### src/rtl/pipe_stall_ctrl.sv
// Pipeline stall/flush control: operand hazards, MDU busy sequencing; stall/E_clr are combinational.
// Define PIPE_PERF_CNT_EN to build the stall_cycles performance counter; otherwise it reads 0.
module pipe_stall_ctrl (
  input  logic        clk,
  input  logic        reset,
  input  logic        Req,
  input  logic [4:0]  D_rs_addr,
  input  logic [4:0]  D_rt_addr,
  input  logic [1:0]  D_Tuse_rs,
  input  logic [1:0]  D_Tuse_rt,
  input  logic [4:0]  E_A3,
  input  logic [1:0]  E_Tnew,
  input  logic [4:0]  M_A3,
  input  logic [1:0]  M_Tnew,
  input  logic        D_is_md,
  input  logic        E_md_mul,
  input  logic        E_md_div,
  output logic        stall,
  output logic        E_clr,
  output logic        md_busy,
  output logic        md_done,
  output logic [3:0]  busy_cnt,
  output logic [31:0] stall_cycles
);

  typedef enum logic [1:0] {S_IDLE = 2'd0, S_MUL = 2'd1, S_DIV = 2'd2} md_state_t;

  md_state_t  r_state;
  md_state_t  w_state_nxt;
  logic [3:0] r_busy_cnt;
  logic [3:0] w_busy_cnt_nxt;
  logic       w_rs_haz;
  logic       w_rt_haz;
  logic       w_md_stall;

  always_ff @(posedge clk) begin
    if (reset) begin
      r_state    <= S_IDLE;
      r_busy_cnt <= 4'd0;
    end else begin
      r_state    <= w_state_nxt;
      r_busy_cnt <= w_busy_cnt_nxt;
    end
  end

  // Req only blocks a start; an operation already in flight always runs to completion.
  always_comb begin
    w_state_nxt    = r_state;
    w_busy_cnt_nxt = r_busy_cnt;
    case (r_state)
      S_IDLE: begin
        if (!Req && E_md_mul) begin
          w_state_nxt    = S_MUL;
          w_busy_cnt_nxt = 4'd5;
        end else if (!Req && E_md_div) begin
          w_state_nxt    = S_DIV;
          w_busy_cnt_nxt = 4'd10;
        end
      end
      S_MUL, S_DIV: begin
        if (r_busy_cnt == 4'd1) begin
          w_state_nxt    = S_IDLE;
          w_busy_cnt_nxt = 4'd0;
        end else begin
          w_busy_cnt_nxt = r_busy_cnt - 4'd1;
        end
      end
      default: begin
        w_state_nxt    = S_IDLE;
        w_busy_cnt_nxt = 4'd0;
      end
    endcase
  end

  always_comb begin
    md_busy  = (r_state == S_MUL) || (r_state == S_DIV);
    md_done  = md_busy && (r_busy_cnt == 4'd1);
    busy_cnt = r_busy_cnt;
  end

  always_comb begin
    w_rs_haz = (D_rs_addr != 5'd0) &&
               (((E_A3 == D_rs_addr) && (E_Tnew > D_Tuse_rs)) ||
                ((M_A3 == D_rs_addr) && (M_Tnew > D_Tuse_rs)));
    w_rt_haz = (D_rt_addr != 5'd0) &&
               (((E_A3 == D_rt_addr) && (E_Tnew > D_Tuse_rt)) ||
                ((M_A3 == D_rt_addr) && (M_Tnew > D_Tuse_rt)));
    // Under reset the MDU is treated as idle even before the first edge clears the state.
    w_md_stall = D_is_md && ((md_busy && !reset) || E_md_mul || E_md_div);
    stall      = (w_rs_haz || w_rt_haz || w_md_stall) && !Req;
    E_clr      = stall;
  end

`ifdef PIPE_PERF_CNT_EN
  logic [31:0] r_stall_cycles;

  always_ff @(posedge clk) begin
    if (reset) begin
      r_stall_cycles <= 32'd0;
    end else if (stall) begin
      r_stall_cycles <= r_stall_cycles + 32'd1;
    end
  end

  assign stall_cycles = r_stall_cycles;
`else
  assign stall_cycles = 32'd0;
`endif

endmodule

### config.mk
export PLATFORM = sky130hd
export DESIGN_NAME = pipe_stall_ctrl
export DESIGN_NICKNAME = d
export VERILOG_FILES = /design/src/rtl/pipe_stall_ctrl.sv
export SDC_FILE = /design/constraint.sdc
export NUM_CORES = 1
export LEC_CHECK = 0
export ABC_AREA = 0
export BUFFER_PORTS_ARGS = -buffer_cell sky130_fd_sc_hd__buf_2
export CAP_MARGIN = 20
export CORE_MARGIN = 5
export CORE_UTILIZATION = 45
export DETAILED_ROUTE_END_ITERATION = 12
export PLACE_DENSITY = 0.86
export SLEW_MARGIN = 20
export SYNTH_ARGS = -nofsm -noshare
export SYNTH_HDL_FRONTEND = slang
export SYNTH_SLANG_ARGS = --single-unit
### constraint.sdc
create_clock -name clk -period 2.5 [get_ports clk]
set_input_delay 0.375 -clock clk [delete_from_list [all_inputs] [get_ports clk]]
set_output_delay 0.375 -clock clk [all_outputs]
set_load 0.01 [all_outputs]
==> results.toml, run 1 <==
[yosys]
netlist_area_um2 = 1090
synth_simple_gate_area_frac = 0.156
synthAdderAreaFrac = 0.138
avgSynthCellArea_um2 = 7.85
yosys_register_bits = 6
synth_cells = 139
synth_top_family_by_area = "buffers and inverters"
synth_compound_area_frac = 0.131
synth.distinct_cells = 28
ys_warn_count = 0
ys_seq_area_frac = 0.110
yosys.area_share.xor_xnor = 0.169
synthMuxAreaShare = 0.0183

[critical_path]
reg2reg_from = "busy_cnt[0]"
end_kind = "primary output"
r2r_end = "r_state[1]"
crit_start = "D_Tuse_rt[1]"
critPathMaxFanout = 2
crit_end = "stall"
rr_worst_depth = 6
worstSetupPathType = "primary input to primary output"
reg2reg_slack_ns = 0.95
start_kind = "primary input"
cp.arrival_ns = 1.78
cp.required_ns = 2.12

[clock_tree]
cts_made_buffers = 3
clk_pin_slew_ns = 0.04
cts_setup_buffers = 0
root_buffer = "clkbuf_4"
cts_sinks = 6
cts_tree = "done"
cts_max_path_buffers = 2
ctsHoldBuffers = 0
htreeDepth = 1
insertion_delay_ns = 0.26
cts_resized = 0

[routing]
post-route-drc-count = 0
vias = 997
via_per_inst = 4.77
wl_um = 2530
drtPass1Iterations = 4
first_iter_violations = 28
wire_per_inst_um = 12.1
final_antenna_net_count = 0

[floorplanning]
die-width_um = 59.2
floorplan.die_area_um2 = 3510
coreArea_um2 = 2250
row_count = 17
start_util = 0.484
dieHeight_um = 59.2
ios = 74

[place]
routabilityCongestion = 0.854
port_buffers = 41
hpwl_um = 2250
placed_cells = 206
dpl_cell_area_um2 = 1200

[cells_and_area]
seqCellArea_um2 = 120
fillers = 239
finalNonFillerCells = 209
nets = 229
area_growth_pct = 12.0
drive_gt1_frac = 0.265
diodes = 0
design_area_um2 = 1220
multiInputGateArea_um2 = 787

[sta]
setup_viol = 0
rsz0062_at_grt = "no"
setup_total_negative_slack_ns = 0
hold_viol_final = 0
slew_viol_final = 0
fmax_mhz = 464
hold_slack_ns = 0.393
fin_crit_ns = 2.16
finClkSkew_ns = 0.0117
fin_crit_sh = 0.863

[grt]
grt_max_degree = 8
antenna_found_initial = 0
grt-ovfl-total = 0
grt_pass1_vias = 877
grt_pass1_wl_um = 3570
grt.total_usage = 0.131

[pwr]
switchingPower_uw = 269
p_seq_frac = 0.246
p_leak_nw = 0.628
comb_power_share = 0.596
power.total_uw = 605
clkPwrFrac = 0.158
sw_frac_of_total = 0.444
power_density_nw_per_um2 = 495
p_int_uw = 337
ir_worst_vdd_mv = 0.492

[run]
drv_cap = 0

[run_status]
outcome = "completed"

[worst_hold_path]
hold_class = "primary input to register"
==> layer usage <==
| layer | routed length [um] | up-vias | share of wire | GRT usage |
|---|---|---|---|---|
| met3 | 282 | 7 | 0.11 | 0.0283 |
| met1 | 845 | 441 | 0.33 | 0.142 |
| li1 | - | 489 | - | - |
| met4 | 59 | 0 | 0.023 | 0.0744 |
| met5 | 0 | - | 0 | 0 |
| met2 | 1340 | 60 | 0.53 | 0.232 |
==> power groups by stage <==
stage	clock network, mW	registers [mW]	logic [mW]
detailed placement	0	0.151	0.355
floorplan	0	0.153	0.285
global placement	0	0.149	0.349
CTS	0.0996	0.149	0.357
finish	0.0956	0.149	0.361
global route	0.102	0.153	0.396
==> worst min-delay path by stage <==
stage,from,cells after the start,slack (ns),to
2_1_floorplan,reset,1,0.44,r_state[1]
3_3_place_gp,r_state[0],2,0.52,r_state[0]
3_5_place_dp,busy_cnt[0],2,0.54,busy_cnt[0]
4_1_cts,reset,2,0.38,r_state[1]
5_1_grt,reset,2,0.40,r_state[1]
6_report,reset,2,0.39,r_state[1]
==> flip-flops by register name, indices dropped and copies added (netlist names) <==
register  count
r_state       2
busy_cnt      4
==> critical path, cell delays in order <==
cell	delay, ns
buf_2	0.07
inv_1	0.04
ha_1	0.31
nand2_1	0.07
nand4_1	0.11
nor4_1	0.30
o22ai_1	0.13
a31oi_1	0.20
buf_2	0.16
==> synth_stat cells <==
| cell type | count | area share |
|---|---|---|
| buf_4 | 33 | 0.23 |
| inv_1 | 14 | 0.048 |
| xnor2_1 | 14 | 0.11 |
| ha_1 | 12 | 0.14 |
| o21ai_0 | 7 | 0.032 |
| xor2_1 | 7 | 0.056 |
| a21oi_1 | 6 | 0.028 |
| dfxtp_1 | 6 | 0.11 |
| nor2_1 | 6 | 0.021 |
| nand2_1 | 5 | 0.017 |
| nor4_1 | 4 | 0.023 |
| nand4_1 | 3 | 0.017 |
| mux2i_1 | 2 | 0.018 |
| nor2b_4 | 2 | 0.025 |
| nor3_1 | 2 | 0.0092 |
| nor3b_1 | 2 | 0.014 |
| o22ai_1 | 2 | 0.011 |
| or4_1 | 2 | 0.014 |
| a2111oi_2 | 1 | 0.014 |
| a211oi_1 | 1 | 0.0069 |
| a22oi_1 | 1 | 0.0069 |
| a31oi_1 | 1 | 0.0057 |
| conb_1 | 1 | 0.0034 |
| nand2b_1 | 1 | 0.0057 |
| nand3_1 | 1 | 0.0046 |
| nor2b_1 | 1 | 0.0057 |
| o21a_1 | 1 | 0.0069 |
| o31ai_4 | 1 | 0.019 |
==> per-stage QoR <==
step | utilization | setup WS [ns]
3_3_place_gp | 0.532 | 0.393
6_report | 0.542 | 0.344
3_5_place_dp | 0.532 | 0.317
4_1_cts | 0.542 | 0.312
5_1_grt | 0.542 | 0.243
2_1_floorplan | - | 0.417
==> layout make-up <==
cell class	count	share of cell area
Clock buffer	3	0.0184
Inverter	14	0.0430
Multi-Input combinational cell	117	0.644
Sequential cell	6	0.0983
Tap cell	28	0.0287
Timing Repair Buffer	41	0.168
==> cell families after synthesis <==
family	after synthesis
AO/OA/AOI/OAI	21
XOR/XNOR	21
adder cells (fa/ha/maj)	12
buffers and inverters	47
flip-flops	6
multiplexers	2
other	1
AND/OR/NAND/NOR	29
==> layout by cell type, fill, tap and decap left out <==
cell type / count
a2111oi_2: 1
a211oi_1: 1
a21oi_1: 6
a22oi_1: 1
a31oi_1: 1
buf_2: 41
clkbuf_4: 3
conb_1: 32
dfxtp_1: 6
ha_1: 12
inv_1: 14
mux2i_1: 2
nand2_1: 5
nand2b_1: 1
nand3_1: 1
nand4_1: 3
nor2_1: 6
nor2b_1: 1
nor2b_4: 2
nor3_1: 2
nor3b_1: 2
nor4_1: 4
o21a_1: 1
o21ai_0: 7
o22ai_1: 2
o31ai_4: 1
or4_1: 2
xnor2_1: 14
xor2_1: 7
Note: power is estimated with default switching activity, not from simulation.
==> inputs of run 2 (changes only) <==
- ABC_AREA: 0 -> 1
- CORE_UTILIZATION: 45 -> 47
==> results.toml, run 2 <==
[run_status]
outcome = "completed"

[routing]
post-route-drc-count = 0
final_antenna_net_count = 0
wire_per_inst_um = 9.49
via_per_inst = 4.36
vias = 1204
drtPass1Iterations = 4
wl_um = 2620
first_iter_violations = 51

[run]
drv_cap = 0

[floorplanning]
floorplan.die_area_um2 = 3710
coreArea_um2 = 2480
dieHeight_um = 60.9
die-width_um = 60.9
start_util = 0.491
row_count = 18
ios = 74

[critical_path]
start_kind = "register"
rr_worst_depth = 6
critPathMaxFanout = 3
cp.required_ns = 2.12
cp.arrival_ns = 1.60
worstSetupPathType = "register to primary output"
end_kind = "primary output"

[cells_and_area]
final_common_cell = "nand2_1"
fillers = 254
design_area_um2 = 1350
area_growth_pct = 11.0
nets = 294
finalNonFillerCells = 276
diodes = 0
layout_common_cells = "nand2_1 (57), buf_2 (41), conb_1 (32)"
largest_reg_flops = 4
drive_gt1_frac = 0.228

[grt]
grt_pass1_wl_um = 4000
antenna_found_initial = 0
grt_pass1_vias = 1017
grt.total_usage = 0.141
grt-ovfl-total = 0
grt_max_degree = 8

[pwr]
p_leak_nw = 0.854
power.total_uw = 843
ir_worst_vdd_mv = 0.721
power_density_nw_per_um2 = 624

[yosys]
synth_cells = 204
synthArstFlopShare = 0
ys.flop_type = "dfxtp_1"
netlist_area_um2 = 1220
ys_warn_count = 0
ys_seq_area_frac = 0.0987
synth_edf_count = 0
avgSynthCellArea_um2 = 5.97
yosys_register_bits = 6
netlist_top_cells_count = "nand2_1 (57), buf_4 (33), inv_1 (28), nor2_1 (14), ha_1 (12)"
synth_area_leader_cell = "buf_4"
yosysMostFrequentCell = "nand2_1"
synth_top_area_share = 0.203
synth.distinct_cells = 24
yosys-top-cells-area = "buf_4 (20%), nand2_1 (18%), ha_1 (12%)"

[place]
hpwl_um = 2370
dpl_cell_area_um2 = 1330
port_buffers = 41
routabilityCongestion = 0.914
placed_cells = 273

[clock_tree]
insertion_delay_ns = 0.24
cts_sinks = 6
htreeDepth = 1
cts_max_path_buffers = 2
clk_pin_slew_ns = 0.04
cts_setup_buffers = 0
ctsHoldBuffers = 0
root_buffer = "clkbuf_4"
cts_tree = "done"
cts_made_buffers = 3
cts_resized = 0

[sta]
fin_crit_ns = 1.98
rsz0062_at_grt = "no"
fmax_mhz = 506
setup_total_negative_slack_ns = 0
finClkSkew_ns = 0.00262
setup_viol = 0
hold_viol_final = 0
slew_viol_final = 0
fin_crit_sh = 0.790

[worst_hold_path]
hold_depth = 2
hold_class = "primary input to register"
-- run 2: cell count changes after synthesis, sizes merged, moves of 3 or more --
cell,before,now
inv,14,35
nand2,5,59
nand3,1,11
nand4,3,0
nor2,6,15
nor2b,3,0
nor4,4,0
xnor2,14,4
xor2,7,4
-- run 2: final cells by class --
| class | instances | area, um2 | share of cell area |
|---|---|---|---|
| multi-input combinational | 160 | 831 | 0.615 |
| timing repair buffer | 41 | 205 | 0.152 |
| inverter | 36 | 135 | 0.100 |
| sequential | 6 | 120 | 0.0889 |
| tap | 30 | 37.5 | 0.0278 |
| clock buffer | 3 | 22.5 | 0.0167 |
-- run 2: path summary, 6_finish.rpt --
check	startpoint	endpoint	slack (ns)
max	r_state[0]	stall	0.52
min	reset	busy_cnt[3]	0.39
max reg2reg	busy_cnt[0]	busy_cnt[2]	1.23
min reg2reg	r_state[0]	r_state[0]	0.48
-- run 2: per-layer routing --
layer / global-route usage / share of wire
met3: 0.0277 / 0.089
met5: 0 / 0
met2: 0.240 / 0.49
met4: 0.0557 / 0.019
met1: 0.173 / 0.40
-- run 2: power breakdown --
part	internal [mW]	total, mW	switching (mW)
combinational	0.235	0.573	0.338
clock	0.0541	0.0858	0.0317
sequential	0.140	0.184	0.0438
total	0.429	0.843	0.414
-- run 2: through the flow --
step	util	setup slack, ns	hold WS [ns]
6_report	0.545	0.525	0.392
5_1_grt	0.545	0.320	0.402
4_1_cts	0.545	0.504	0.384
3_5_place_dp	0.536	0.555	0.477
3_3_place_gp	0.536	0.574	0.476
2_1_floorplan	-	0.708	0.444
-- run 2: critical path, cell delays in order (launching register included) --
cell and delay (ns):
dfxtp_1 0.32, inv_1 0.06, ha_1 0.33, inv_1 0.10
o21ai_0 0.08, o21ai_0 0.15, nand3_1 0.09, nand2_1 0.06
inv_1 0.04, buf_2 0.13
-- run 2: kinds of logic (layout without fill, tap and decap cells) --
family | after synthesis | after routing | share of synthesized area
other cells | 1 | 32 | 0.00308
xor+xnor | 8 | 8 | 0.0575
simple gates | 88 | 88 | 0.304
fa+ha+maj | 12 | 12 | 0.123
buf+inv | 69 | 80 | 0.314
compound gates | 20 | 20 | 0.0987
flops | 6 | 6 | 0.0987
==> inputs of run 3 (changes only) <==
- ABC_AREA: 1 -> 0
- CORE_ASPECT_RATIO: not set -> 0.5
- CORE_UTILIZATION: 47 -> 38
- PLACE_DENSITY: 0.86 -> 0.77
- clock period: 2.5 -> 1.6 ns (I/O delays scaled with it)
==> results.toml, run 3 (synthesized netlist as in run 1, its figures left out) <==
[critical_path]
cp.arrival_ns = 1.52
critPathMaxFanout = 2
cp.required_ns = 1.36
start_kind = "primary input"
end_kind = "primary output"
worstSetupPathType = "primary input to primary output"

[floorplanning]
floorplan.die_area_um2 = 4110
die-width_um = 85.8
coreArea_um2 = 2670
ios = 74
start_util = 0.409
dieHeight_um = 47.9
row_count = 13

[routing]
wl_um = 2900
met2WireLength_um = 1580
wl_met1_um = 1040
drtPass1Iterations = 4
vias = 1009
final_antenna_net_count = 0
post-route-drc-count = 0
wire_per_inst_um = 12.8
via_per_inst = 4.44
top_layer_used = "met4"
first_iter_violations = 37
wl_met3_um = 226

[run_status]
failed_checks = "setup timing"
outcome = "finished, violations left"

[clock_tree]
ctsHoldBuffers = 0
cts_max_path_buffers = 2
cts_sinks = 6
htreeDepth = 1
cts_tree = "done"
clk_pin_slew_ns = 0.04
root_buffer = "clkbuf_8"
cts_made_buffers = 3
insertion_delay_ns = 0.22

[pwr]
p_leak_nw = 0.699
power.total_mw = 1.19
power_density_nw_per_um2 = 801
ir_worst_vdd_mv = 0.549

[cells_and_area]
drive_gt1_frac = 0.432
area_growth_pct = 36.1
nets = 238
largest_reg_flops = 4
final_common_cell = "buf_2"
fillers = 248
final_core_util = 0.557
diodes = 0
layout_common_cells = "buf_2 (38), conb_1 (32), xnor2_1 (14)"
design_area_um2 = 1490

[sta]
setup_slack_ns = -0.155
setup_viol = 2
slew_viol_final = 0
rsz0062_at_grt = "yes"
fin_crit_sh = 1.10
fmax_mhz = 570
setup_total_negative_slack_ns = -0.310
hold_viol_final = 0
fin_crit_ns = 1.76
finClkSkew_ns = 0.000997

[grt]
grt_pass1_vias = 999
grt_max_degree = 8
grt-ovfl-total = 0
grt.total_usage = 0.136
grt_pass1_wl_um = 4310
antenna_found_initial = 0

[run]
drv_cap = 0

[place]
port_buffers = 41
hpwl_um = 2420
dpl_cell_area_um2 = 1270
routabilityCongestion = 0.738

[worst_hold_path]
hold_class = "primary input to register"
## run 3: area by class of cell
type / count / area [um2] / share of cell area
sequential: 6 / 123 / 0.0826
clock buffer: 3 / 41.3 / 0.0278
tap: 37 / 46.3 / 0.0312
timing repair buffer: 50 / 299 / 0.201
multi-input combinational: 117 / 918 / 0.618
inverter: 14 / 57.6 / 0.0388
## run 3: critical path, stage by stage
cell       delay [ns]
buf_2            0.09
inv_2            0.06
ha_4             0.27
nor2b_4          0.12
o21ai_1          0.07
a2111oi_2        0.24
o22ai_2          0.12
a31oi_2          0.15
buf_2            0.15
## run 3: path summary, 6_finish.rpt
| path | from | end | slack, ns | cells past startpoint |
|---|---|---|---|---|
| hold reg to reg | busy_cnt[1] | busy_cnt[1] | 0.57 | 2 |
| hold / removal | reset | r_state[1] | 0.28 | 2 |
| setup / recovery | D_Tuse_rs[1] | stall | -0.16 | 9 |
| setup reg to reg | busy_cnt[1] | r_state[1] | 0.10 | 7 |
## run 3: metrics by stage
stage | setup slack (ns) | std cells | hold WS (ns)
floorplan | -0.0897 | 170 | 0.304
global placement | -0.188 | 222 | 0.525
detailed placement | -0.220 | 222 | 0.517
CTS | -0.208 | 226 | 0.277
global route | -0.301 | 227 | 0.291
finish | -0.155 | 227 | 0.284
## run 3: per-layer routing
layer / vias up / global-route usage
li1: 508 / -
met3: 6 / 0.0292
met2: 44 / 0.293
met5: - / 0
met4: 0 / 0.0442
met1: 451 / 0.137
## run 3: repair_timing
action                     in CTS  in global routing
gates resized for setup        17                 17
pin swaps                       6                  5
buffers inserted                1                  1
gates cloned                    0                  0
setup endpoints to repair       3                  4
## run 3: power by group
part | switching [mW] | internal (mW)
combinational | 0.370 | 0.354
clock | 0.0687 | 0.162
sequential | 0.0464 | 0.189
